===== config.mk =====
export PLATFORM = sky130hd
export DESIGN_NAME = uart_tx_core
export DESIGN_NICKNAME = d
export VERILOG_FILES = /design/src/rtl/uart_tx_core.sv
export SDC_FILE = /design/constraint.sdc
export NUM_CORES = 1
export LEC_CHECK = 0
export ABC_AREA = 1
export BUFFER_PORTS_ARGS = -buffer_cell sky130_fd_sc_hd__buf_4
export CORE_MARGIN = 10
export CORE_UTILIZATION = 56
export DETAILED_ROUTE_END_ITERATION = 10
export PLACE_DENSITY = 0.77
export SLEW_MARGIN = 20
export SYNTH_ARGS = -nofsm -noshare
export SYNTH_HDL_FRONTEND = slang
export SYNTH_SLANG_ARGS = --single-unit
export TNS_END_PERCENT = 5

===== constraint.sdc =====
create_clock -name clk -period 2.5 [get_ports clk]
set_input_delay 0.5 -clock clk [delete_from_list [all_inputs] [get_ports clk]]
set_output_delay 0.5 -clock clk [all_outputs]
set_load 0.02 [all_outputs]

===== src/rtl/uart_tx_core.sv =====
// uart_tx_core: UART transmitter with write FIFO, runtime frame
// format, programmable baud divisor and optional CTS gating.
//
// Ports:
//   clk, reset_n        clock, synchronous active-low reset
//   wr_en, wr_data      FIFO write port (byte sent LSB first)
//   divisor             clocks per baud tick (0 behaves as 1)
//   data_bits           data length: 0..3 -> 5..8 bits
//   parity_en/odd       parity enable / odd select
//   stop2               two stop bits when set
//   cts_en, cts_n       CTS gating enable, async active-low CTS
//   tx                  serial output, idles high
//   busy                frame in progress
//   full/empty/level    FIFO status (registered)
//   overflow            one-cycle pulse per dropped write
module uart_tx_core #(
  parameter int FIFO_DEPTH = 16,
  parameter int OVERSAMPLE = 16,
  parameter int DIV_W      = 16
) (
  input  logic                          clk,
  input  logic                          reset_n,
  input  logic                          wr_en,
  input  logic [7:0]                    wr_data,
  input  logic [DIV_W-1:0]              divisor,
  input  logic [1:0]                    data_bits,
  input  logic                          parity_en,
  input  logic                          parity_odd,
  input  logic                          stop2,
  input  logic                          cts_en,
  input  logic                          cts_n,
  output logic                          tx,
  output logic                          busy,
  output logic                          full,
  output logic                          empty,
  output logic [$clog2(FIFO_DEPTH):0]   level,
  output logic                          overflow
);

  localparam int AW  = $clog2(FIFO_DEPTH);
  localparam int OSW = (OVERSAMPLE > 1) ? $clog2(OVERSAMPLE) : 1;

  localparam logic [2:0] S_IDLE   = 3'd0;
  localparam logic [2:0] S_START  = 3'd1;
  localparam logic [2:0] S_DATA   = 3'd2;
  localparam logic [2:0] S_PARITY = 3'd3;
  localparam logic [2:0] S_STOP   = 3'd4;

  localparam logic [AW:0]      PTR_ONE = 1;
  localparam logic [AW:0]      DEPTH_L = (AW+1)'(FIFO_DEPTH);
  localparam logic [DIV_W-1:0] DIV_ONE = 1;
  localparam logic [OSW-1:0]   OS_ONE  = 1;
  localparam logic [OSW-1:0]   OS_LAST = OSW'(OVERSAMPLE - 1);

  logic [7:0] mem [FIFO_DEPTH];

  logic [AW:0] wr_ptr_q, wr_ptr_d;
  logic [AW:0] rd_ptr_q, rd_ptr_d;
  logic [AW:0] level_q, level_d;
  logic        full_q, full_d;
  logic        empty_q, empty_d;
  logic        overflow_q, overflow_d;
  logic        cts_s1_q, cts_s2_q;

  logic [2:0]       state_q, state_d;
  logic [7:0]       shift_q, shift_d;
  logic [2:0]       bit_q, bit_d;
  logic [2:0]       last_q, last_d;
  logic [DIV_W-1:0] tick_q, tick_d;
  logic [DIV_W-1:0] div_q, div_d;
  logic [OSW-1:0]   os_q, os_d;
  logic             par_en_q, par_en_d;
  logic             stop2_q, stop2_d;
  logic             par_q, par_d;
  logic             tx_q, tx_d;

  logic       push, drop, pop, load;
  logic       cts_ok, can_start;
  logic       tick, bit_done;
  logic [7:0] head, mask;
  logic [DIV_W-1:0] eff_div;

  assign push      = wr_en && !full_q;
  assign drop      = wr_en && full_q;
  assign cts_ok    = !cts_en || !cts_s2_q;
  assign can_start = !empty_q && cts_ok;
  assign head      = mem[rd_ptr_q[AW-1:0]];
  assign mask      = 8'hFF >> (3'd3 - {1'b0, data_bits});
  assign eff_div   = (divisor == '0) ? DIV_ONE : divisor;
  assign tick      = (tick_q == div_q - DIV_ONE);
  assign bit_done  = tick && (os_q == OS_LAST);

  always_comb begin
    state_d  = state_q;
    shift_d  = shift_q;
    bit_d    = bit_q;
    last_d   = last_q;
    div_d    = div_q;
    par_en_d = par_en_q;
    stop2_d  = stop2_q;
    par_d    = par_q;
    load     = 1'b0;
    tick_d   = tick ? '0 : tick_q + DIV_ONE;
    os_d     = os_q;
    if (tick) begin
      os_d = (os_q == OS_LAST) ? '0 : os_q + OS_ONE;
    end

    case (state_q)
      S_IDLE: begin
        if (can_start) load = 1'b1;
      end
      S_START: begin
        if (bit_done) begin
          state_d = S_DATA;
          bit_d   = '0;
        end
      end
      S_DATA: begin
        if (bit_done) begin
          shift_d = shift_q >> 1;
          if (bit_q == last_q) begin
            bit_d   = '0;
            state_d = par_en_q ? S_PARITY : S_STOP;
          end else begin
            bit_d = bit_q + 3'd1;
          end
        end
      end
      S_PARITY: begin
        if (bit_done) begin
          state_d = S_STOP;
          bit_d   = '0;
        end
      end
      S_STOP: begin
        if (bit_done) begin
          if (stop2_q && bit_q == 3'd0) begin
            bit_d = 3'd1;
          end else if (can_start) begin
            // chain straight into the next frame, no idle cycle
            load = 1'b1;
          end else begin
            state_d = S_IDLE;
          end
        end
      end
      default: state_d = S_IDLE;
    endcase

    if (load) begin
      state_d  = S_START;
      shift_d  = head;
      div_d    = eff_div;
      last_d   = {1'b1, data_bits};
      par_en_d = parity_en;
      stop2_d  = stop2;
      par_d    = (^(head & mask)) ^ parity_odd;
      tick_d   = '0;
      os_d     = '0;
      bit_d    = '0;
    end

    case (state_d)
      S_START:  tx_d = 1'b0;
      S_DATA:   tx_d = shift_d[0];
      S_PARITY: tx_d = par_d;
      default:  tx_d = 1'b1;
    endcase
  end

  always_comb begin
    pop        = load;
    wr_ptr_d   = push ? wr_ptr_q + PTR_ONE : wr_ptr_q;
    rd_ptr_d   = pop ? rd_ptr_q + PTR_ONE : rd_ptr_q;
    level_d    = level_q;
    if (push && !pop) level_d = level_q + PTR_ONE;
    if (pop && !push) level_d = level_q - PTR_ONE;
    full_d     = (level_d == DEPTH_L);
    empty_d    = (level_d == '0);
    overflow_d = drop;
  end

  always_ff @(posedge clk) begin
    if (push) mem[wr_ptr_q[AW-1:0]] <= wr_data;
  end

  always_ff @(posedge clk) begin
    if (!reset_n) begin
      wr_ptr_q   <= '0;
      rd_ptr_q   <= '0;
      level_q    <= '0;
      full_q     <= 1'b0;
      empty_q    <= 1'b1;
      overflow_q <= 1'b0;
      cts_s1_q   <= 1'b1;
      cts_s2_q   <= 1'b1;
      state_q    <= S_IDLE;
      shift_q    <= '0;
      bit_q      <= '0;
      last_q     <= '0;
      tick_q     <= '0;
      div_q      <= DIV_ONE;
      os_q       <= '0;
      par_en_q   <= 1'b0;
      stop2_q    <= 1'b0;
      par_q      <= 1'b0;
      tx_q       <= 1'b1;
    end else begin
      wr_ptr_q   <= wr_ptr_d;
      rd_ptr_q   <= rd_ptr_d;
      level_q    <= level_d;
      full_q     <= full_d;
      empty_q    <= empty_d;
      overflow_q <= overflow_d;
      cts_s1_q   <= cts_n;
      cts_s2_q   <= cts_s1_q;
      state_q    <= state_d;
      shift_q    <= shift_d;
      bit_q      <= bit_d;
      last_q     <= last_d;
      tick_q     <= tick_d;
      div_q      <= div_d;
      os_q       <= os_d;
      par_en_q   <= par_en_d;
      stop2_q    <= stop2_d;
      par_q      <= par_d;
      tx_q       <= tx_d;
    end
  end

  assign tx       = tx_q;
  assign busy     = (state_q != S_IDLE);
  assign full     = full_q;
  assign empty    = empty_q;
  assign level    = level_q;
  assign overflow = overflow_q;

endmodule


# Yosys cells after proc, flatten, opt, wreduce, memory -nomap -nowiden
# Memory sizes are Yosys's and may differ from the RTL's. A register that Yosys moved wholly into a read port is not among the register bits.
# Index checks and enable logic that the tools add are counted.
# W data, S select, Z words.
[classes] shifts=1 reduce_logical=28 eq_ne=15 addsub=9 bitwise_logic=3 muxes=33
[op_table] cell="$mux W3" count=14
[op_table] cell="$mux W8" count=3
[op_table] cell="$add A16 B1 Y16 const B" count=1
[op_table] cell="$eq A16 B16 Y1" count=1
[op_table] cell="$logic_not A16 Y1" count=1
[op_table] cell="$mux W16" count=1
[op_table] cell="$sub A16 B1 Y16 const B" count=1
[op_table] cell="$add A5 B1 Y5 const B" count=3
[op_table] cell="$pmux W3 S5" count=1
[op_table] cell="$eq A3 B2 Y1 const B" count=4
[op_table] cell="$mux W4" count=3
[op_table] cell="$mux W5" count=2
[op_table] cell="$pmux W3 S3" count=1
[op_table] cell="$and A8 B8 Y8" count=1
[op_table] cell="$reduce_xor A8 Y1" count=1
[op_table] cell="$shr A8 B3 Y8 const A" count=1
[op_table] cell="$logic_and A1 B1 Y1" count=7
[op_table] cell="$eq A3 B1 Y1 const B" count=2
[op_table] cell="$logic_not A1 Y1" count=6
[op_table] cell="$logic_not A3 Y1" count=2
[op_table] cell="$mux W1" count=6
[op_table] cell="$ne A2 B2 Y1 const B" count=3
[op_table] cell="$reduce_bool A3 Y1" count=2
[op_table] cell="$eq A5 B5 Y1 const B" count=1
[op_table] cell="other kinds (19)" count=21
[totals] inputBits=34 register_bits=77 output_inout_bits=10 mem_count=1 mem_bits_rw=128
[mem_list] name="mem" depth=16 word_bits=8 read_ports=1 rd_clocked_by_memory_dff=1 wr=1 line_no="55" source="logic [7:0] mem [FIFO_DEPTH];"

# Depth between registers and ports, before layout
# Gate-level depths: netlist (run 1).
[depth] ltp_word=12 mapped_depth=22

# Worst setup path before layout (run 1)
# No wires, ideal clock.
[synth_path] path_kind="flip-flop to flip-flop" start="register div_q[0]" end="register div_q[2]" arrival_time_ns=2.197 slack_ns=0.184 setup_time_ns=0.118 stages_incl_launch_ff=18 t_required_ns=2.382 cell_sequence="dfxtp_1 > inv_2 > ha_1 > nand3_4 > inv_2 > nand2_1 > xor2_1 > inv_1 > nor2_1 > nand3_2 > nor2_4 > nand4_4 > nand2_4 > buf_6 > nor2_8 > inv_2 > buf_4 > o21ai_1"
[synth_via] elab_chain_cells=5
[synth_rtl] item="from (decl)" line_no="70" source="logic [DIV_W-1:0] div_q, div_d;"
[synth_rtl] item="from (signal assigned)" line_no="223" source="div_q <= div_d;"
[synth_rtl] item="$sub A16 B1 Y16" line_no="90" source="assign tick = (tick_q == div_q - DIV_ONE);"
[synth_rtl] item="$eq A16 B16 Y1" line_no="90"
[synth_rtl] item="$logic_and A1 B1 Y1" line_no="91" source="assign bit_done = tick && (os_q == OS_LAST);"
[synth_rtl] item="$mux W1" line_no="137" source="if (bit_done) begin"
[synth_rtl] item="$pmux W1 S2" line_no="109" source="case (state_q)"
# No other way between the ends.
# A chain may end at the register's enable or synchronous reset.

==> results of run 1 <==
## how the worst min path moves through the flow
stage / endpoint / depth (start not counted)
floorplan: cts_s2_q$_SDFF_PN1_ / 1
global placement: cts_s2_q$_SDFF_PN1_ / 1
detailed placement: cts_s2_q$_SDFF_PN1_ / 1
CTS: cts_s1_q$_SDFF_PN1_ / 2
global route: cts_s1_q$_SDFF_PN1_ / 2
finish: cts_s1_q$_SDFF_PN1_ / 2
## cells in the mapped netlist, types with 5 or more instances
cell type,n,area (µm²)
nor4_1,6,37.54
nand4_1,8,50.05
ha_1,12,150.1
o21ai_0,88,440.4
edfxtp_1,128,3844
o21ai_1,11,55.05
clkbuf_1,24,90.09
o211ai_1,11,82.58
dfxtp_1,79,1582
inv_1,81,304.0
a21oi_1,27,135.1
a31oi_1,7,43.79
inv_2,10,37.54
xnor2_1,13,113.9
nor3_1,9,45.04
nor2_2,6,37.54
nor2_4,5,56.30
o221ai_1,21,183.9
xor2_1,25,219.0
nand2_1,163,611.8
buf_2,5,25.02
nand3_1,71,355.3
nor2_1,162,608.1
## cell families (layout without fill, tap and decap cells)
kind of cell             count (synthesis)  after routing  synth area share
buffers and inverters                  128            228           0.05471
AO/OA/AOI/OAI                          177            177            0.1076
XOR/XNOR                                39             39           0.03643
AND/OR/NAND/NOR                        460            461            0.2195
flip-flops                             207            207            0.5661
adder cells (fa/ha/maj)                 12             12           0.01567
## metal layers
metal / routed length, µm / part of all wire
met2: 11400 / 0.50
met1: 9487 / 0.42
met5: 0 / 0
met3: 1374 / 0.060
met4: 520 / 0.023
## what timing repair did
action / CTS / global route
gates resized for setup: 5 / 65
buffers inserted: 2 / 7
pin swaps: 2 / 29
endpoints found under the setup margin: 32 / 71
cloned: 0 / 1
## per-stage QoR
step	instance area (µm²)	hold WS [ns]
after CTS	11110	0.1412
after global routing	11390	0.1467
after floorplan	9583	0.3925
after detailed placement	10370	0.4028
final	11390	0.1555
after global placement	10370	0.3962
## layout make-up
class / instances / area, µm²
clock buffers: 26 / 576.8
clock inverters: 14 / 128.9
fillers: 1248 / 5306
inverters: 92 / 355.3
multi-input cells: 689 / 3846
flip-flops and latches: 207 / 5428
well taps: 220 / 275.3
repair buffers: 96 / 784.5
## power by group through the flow
stage	clock network, mW	logic (mW)	registers, mW
final	3.12	3.16	4.04
after global routing	3.30	3.49	4.07
after CTS	3.16	2.86	4.03
after detailed placement	0	2.79	4.10
after global placement	0	2.71	4.09
after floorplan	0	1.99	4.09
## layout by cell type, fill, tap and decap left out, types with 3 or more instances in the layout
master / instances
a21oi_1: 26
o22ai_1: 4
nor3_2: 3
nand4_1: 8
nor3_1: 8
buf_4: 86
or2_2: 4
o21ai_2: 3
ha_1: 11
edfxtp_1: 128
o21ai_1: 12
clkinvlp_4: 3
xor2_1: 25
o221ai_1: 21
dfxtp_1: 77
nand2_8: 3
o211ai_1: 11
inv_1: 79
nor2_1: 155
buf_12: 3
clkinv_1: 4
nand2_4: 5
xnor2_1: 13
nand2_2: 22
nand2_1: 141
o21ai_0: 84
nor2_4: 8
nand3_2: 6
clkinv_2: 4
nand3_4: 3
a31oi_1: 7
nand3_1: 67
nor2_2: 10
inv_2: 9
nor4_1: 6
inv_4: 3
buf_6: 7
nand3b_1: 4
clkbuf_16: 22
## flip-flops by register name, summed over array words and instances, names as in the netlist, 3 cells and up, named ones only
| name | count |
|---|---|
| tick_q | 16 |
| rd_ptr_q | 4 |
| level | 5 |
| bit_q | 3 |
| mem | 128 |
| wr_ptr_q | 4 |
| last_q | 3 |
| shift_q | 8 |
| div_q | 16 |
| state_q | 3 |
| os_q | 4 |
==> results.yml, run 1 <==
run_status:
  status: "complete, but fails checks"
  violations: "setup timing"
timing:
  slew_viol_final: 0
  setup_slack_ns: -0.06689
  relSlewSlack: 0.6385
  clock.fmax_mhz: 389.6
  rsz0062_at_grt: "yes"
  setup_violations: 12
  min_period_ns: 2.567
  fin_tns_setup_ns: -0.3111
  finalHoldViolCount: 0
  worst_clock_skew_ns: 0.03022
  fin_crit_sh: 1.027
  worstMarginPinSlew_ns: 0.5417
grt:
  overflow: 0
  grt_pass1_vias: 7175
  top_usage_layer: "met2"
  grtUsageMet1: 0.2500
  grt_util_met2: 0.3180
  met3_usage: 0.03103
  track_usage: 0.1915
  grt_max_degree: 47
  antenna_found_initial: 0
  grt_pass1_wl_mm: 35.39
synth:
  synthCells: 1023
  synth.net_count: 1069
  synth_seq_area_share: 0.5661
  yosys_register_bits: 207
  synth_edf_count: 128
  ys_async_sr_fraction: 0
  yosys.cell_types.count: 48
  synth.avg_cell_area_um2: 9.367
  netlist_area_um2: 9583
  synthFlopType: "edfxtp_1"
  yosys_warnings: 0
worst_hold_path:
  hp-start: "cts_n"
  hold_class: "input pin to flop"
route:
  viasPerCell: 5.591
  wire_per_inst_um: 16.95
  firstDrtPassIters: 5
  routed_wl_mm: 22.78
  drtIter0Drc: 758
  postRouteAntennaNets: 0
  via_count: 7514
  drcViolationCount: 0
worst_setup_path:
  cp.depth: 16
  crit_slowest_cell: "dfxtp_1"
  start_kind: "flop"
  r2r_slack_ns: -0.07
  path_class: "flop to flop"
  crit_buf_inv: 3
  cp_common_cell: "nand2_2"
  cp-end-kind: "flop"
  r2r_start: "div_q[2]$_SDFFE_PN0N_"
  r2r.worst_path.cells: 16
  slowest_delay_ns: 0.34
  cp_max_fo: 11
  cpLargestDelayFamily: "simple AND/OR/NAND/NOR gates"
  cp.required_ns: 2.88
  crit_path_cell_trace: "inv_2 > nand3_4 > buf_4 > nor2_4 > nand4_1 > nand2_2 > nand2_2 > nor2_2 > nand2_2 > nor2_4 > nand4_4 > nand2_8 > buf_6 > nand4_1 > o21ai_0 > a21oi_1"
  startpoint: "div_q[2]$_SDFFE_PN0N_"
  critPathArrivalTime_ns: 2.95
power:
  ir_drop_mv: 0.7278
  power.switching_mw: 3.541
  clock_power_share: 0.302
  p_per_area_nw_per_um2: 906.0
  swShare: 0.3430
  p_seq_frac: 0.392
  p_leak_nw: 4.491
  p_total_mw: 10.32
  comb_power_share: 0.306
  p_int_mw: 6.783
clock_network:
  clock-root-buffer: "clkbuf_16"
  clockBufferDepth: 3
  ctsHoldBuffers: 0
  cts_tree: "yes"
  worst_skew_pair.late_latency_ns: 0.53
  clock-sinks: 207
  h-tree-depth: 1
  cts_buffers: 22
  clk_pin_slew_worst_paths_ns: 0.06
place:
  place_inst: 1294
  globalplace.congestion: 0.9449
  port-buffer-count: 43
  hpwl_mm: 15.00
  pre_cts_ws_ns: -0.04801
die:
  ios: 44
  core_area_um2: 16700
  rows: 47
  die-area_um2: 22750
  die_y_um: 150.8
  initial_core_util: 0.5738
  die_w_um: 150.8
finish:
  diodes: 0
  drive_above_1_share: 0.1957
  utilization: 0.6823
  fin_nets: 1154
  final_cell_count_no_fill: 1344
  syn_to_final_growth_pct: 18.91
flow_run:
  drv_cap: 0
Note: power is estimated with default switching activity, not from simulation.
==> run 2: changes to the inputs <==
- CORE_UTILIZATION: 56 -> 50
- PLACE_DENSITY: 0.77 -> 0.7
==> run 2 against run 1 <==
Compared with the run above: the run still ends with setup timing left; first-iteration DRC count shrank 26%; highest routed layer unchanged; non-clock buffer count grew 3; critical path depth grew 1; count of clock-buffer cells in the layout grew 1; wire length grew 1.1%; largest power group unchanged.
==> results.yml, run 2 (same netlist as run 1, synthesis figures left out) <==
grt:
  overflow: 0
  grt_pass1_vias: 7086
  track_usage: 0.1801
  grt_pass1_wl_mm: 36.18
  antenna_found_initial: 0
  grt_max_degree: 46
die:
  initial_core_util: 0.5106
  rows: 50
  die_y_um: 158.4
  die-area_um2: 25100
  die_w_um: 158.4
  ios: 44
  core_area_um2: 18770
clock_network:
  clk_pin_slew_worst_paths_ns: 0.06
  cts_tree: "yes"
  cts_buffers: 23
  ctsHoldBuffers: 0
  clock-root-buffer: "clkbuf_16"
  clock-sinks: 207
  worst_skew_pair.late_latency_ns: 0.52
  h-tree-depth: 1
  clockBufferDepth: 3
route:
  drcViolationCount: 0
  viasPerCell: 5.458
  firstDrtPassIters: 7
  wire_per_inst_um: 16.93
  routed_wl_mm: 23.04
  via_count: 7428
  postRouteAntennaNets: 0
  drtIter0Drc: 564
finish:
  stdcell_area_um2: 11380
  fin_nets: 1158
  drive_above_1_share: 0.1890
  fill_cells: 1555
  diodes: 0
  final_common_cell: "nor2_1"
  final_cell_count_no_fill: 1361
  syn_to_final_growth_pct: 18.74
  final_cell_mix: "155 x nor2_1, 150 x nand2_1, 128 x edfxtp_1"
  largest_reg_flops: 128
timing:
  rsz0062_at_grt: "yes"
  fin_tns_setup_ns: -0.1920
  clock.fmax_mhz: 387.7
  finalHoldViolCount: 0
  setup_violations: 5
  timing.hold.ws_ns: 0.1718
  slew_viol_final: 0
  worstMarginPinSlew_ns: 0.4592
  relSlewSlack: 0.6935
  setup_slack_ns: -0.07935
  fin_crit_sh: 1.032
  min_period_ns: 2.579
  worst_clock_skew_ns: 0.02268
flow_run:
  drv_cap: 0
power:
  ir_drop_mv: 0.6668
  p_per_area_nw_per_um2: 896.5
  p_leak_nw: 4.500
worst_setup_path:
  path_class: "flop to flop"
  critPathArrivalTime_ns: 3.02
  start_kind: "flop"
  r2r.worst_path.cells: 17
  r2r_slack_ns: -0.08
  cp-end-kind: "flop"
  cp.required_ns: 2.94
  cp_max_fo: 8
worst_hold_path:
  hold_class: "input pin to flop"
  holdPathStages: 2
place:
  hpwl_mm: 15.70
  placed_cell_area_um2: 10430
  place_inst: 1313
  port-buffer-count: 43
  globalplace.congestion: 0.9431
run_status:
  status: "complete, but fails checks"
  violations: "setup timing"
run 2: per-stage QoR:
| stage | power (mW) | setup WS [ns] | util |
|---|---|---|---|
| 6_report | 10.20 | -0.07935 | 0.6063 |
| 5_1_grt | 10.78 | -0.2511 | 0.6063 |
| 4_1_cts | 9.995 | 0.002963 | 0.5920 |
| 3_5_place_dp | 6.941 | 0.003851 | 0.5555 |
| 3_3_place_gp | 6.905 | 0.04596 | 0.5555 |
| 2_1_floorplan | 6.084 | 0.1841 | - |
run 2: final cells by class:
| cell class | count | area [µm²] | share of cell area |
|---|---|---|---|
| repair buffers | 99 | 813.3 | 0.07148 |
| clock inverters | 13 | 75.07 | 0.006598 |
| multi-input cells | 689 | 3812 | 0.3351 |
| well taps | 234 | 292.8 | 0.02573 |
| flip-flops and latches | 207 | 5431 | 0.4773 |
| clock buffers | 27 | 600.6 | 0.05278 |
| inverters | 92 | 352.8 | 0.03101 |
run 2: worst paths after layout:
| kind | start | to |
|---|---|---|
| worst max register to register | div_q[0]$_SDFFE_PN1N_ | full$_SDFF_PN0_ |
| worst max-delay path | div_q[0]$_SDFFE_PN1N_ | full$_SDFF_PN0_ |
| worst min register to register | cts_s1_q$_SDFF_PN1_ | cts_s2_q$_SDFF_PN1_ |
| worst min-delay path | cts_n | cts_s1_q$_SDFF_PN1_ |
run 2: routing by layer:
metal | GRT usage | wire (µm) | vias to the layer above
met3 | 0.03211 | 1379 | 55
met2 | 0.2991 | 11110 | 228
li1 | - | - | 3675
met1 | 0.2291 | 9859 | 3470
met4 | 0.06925 | 682 | 0
met5 | 0 | 0 | -
run 2: critical path: stages (launching register included):
cell and delay (ns):
dfxtp_2 0.33, inv_2 0.05, ha_4 0.16, buf_4 0.13, xor2_1 0.22, xnor2_1 0.15
nand2_1 0.09, nor2_1 0.15, nand3_2 0.12, nor2_4 0.14, nand4_4 0.17, nand2_8 0.23
nand2_8 0.10, nand2_2 0.11, nand2_1 0.07, nor2_2 0.12, nand2_1 0.06, nor2_1 0.10
run 2: repair_timing:
item | CTS | global route
resized for setup | 1 | 59
endpoints found under the setup margin | 4 | 65
cloned | 0 | 2
pin swaps | 0 | 29
setup buffers | 0 | 6
run 2: power breakdown:
part           switching [mW]  leakage (nW)  total, mW  internal [mW]
logic                    1.97          2.36       3.12           1.15
clock network            1.32         0.335       3.03           1.72
registers               0.199          1.80       4.05           3.85
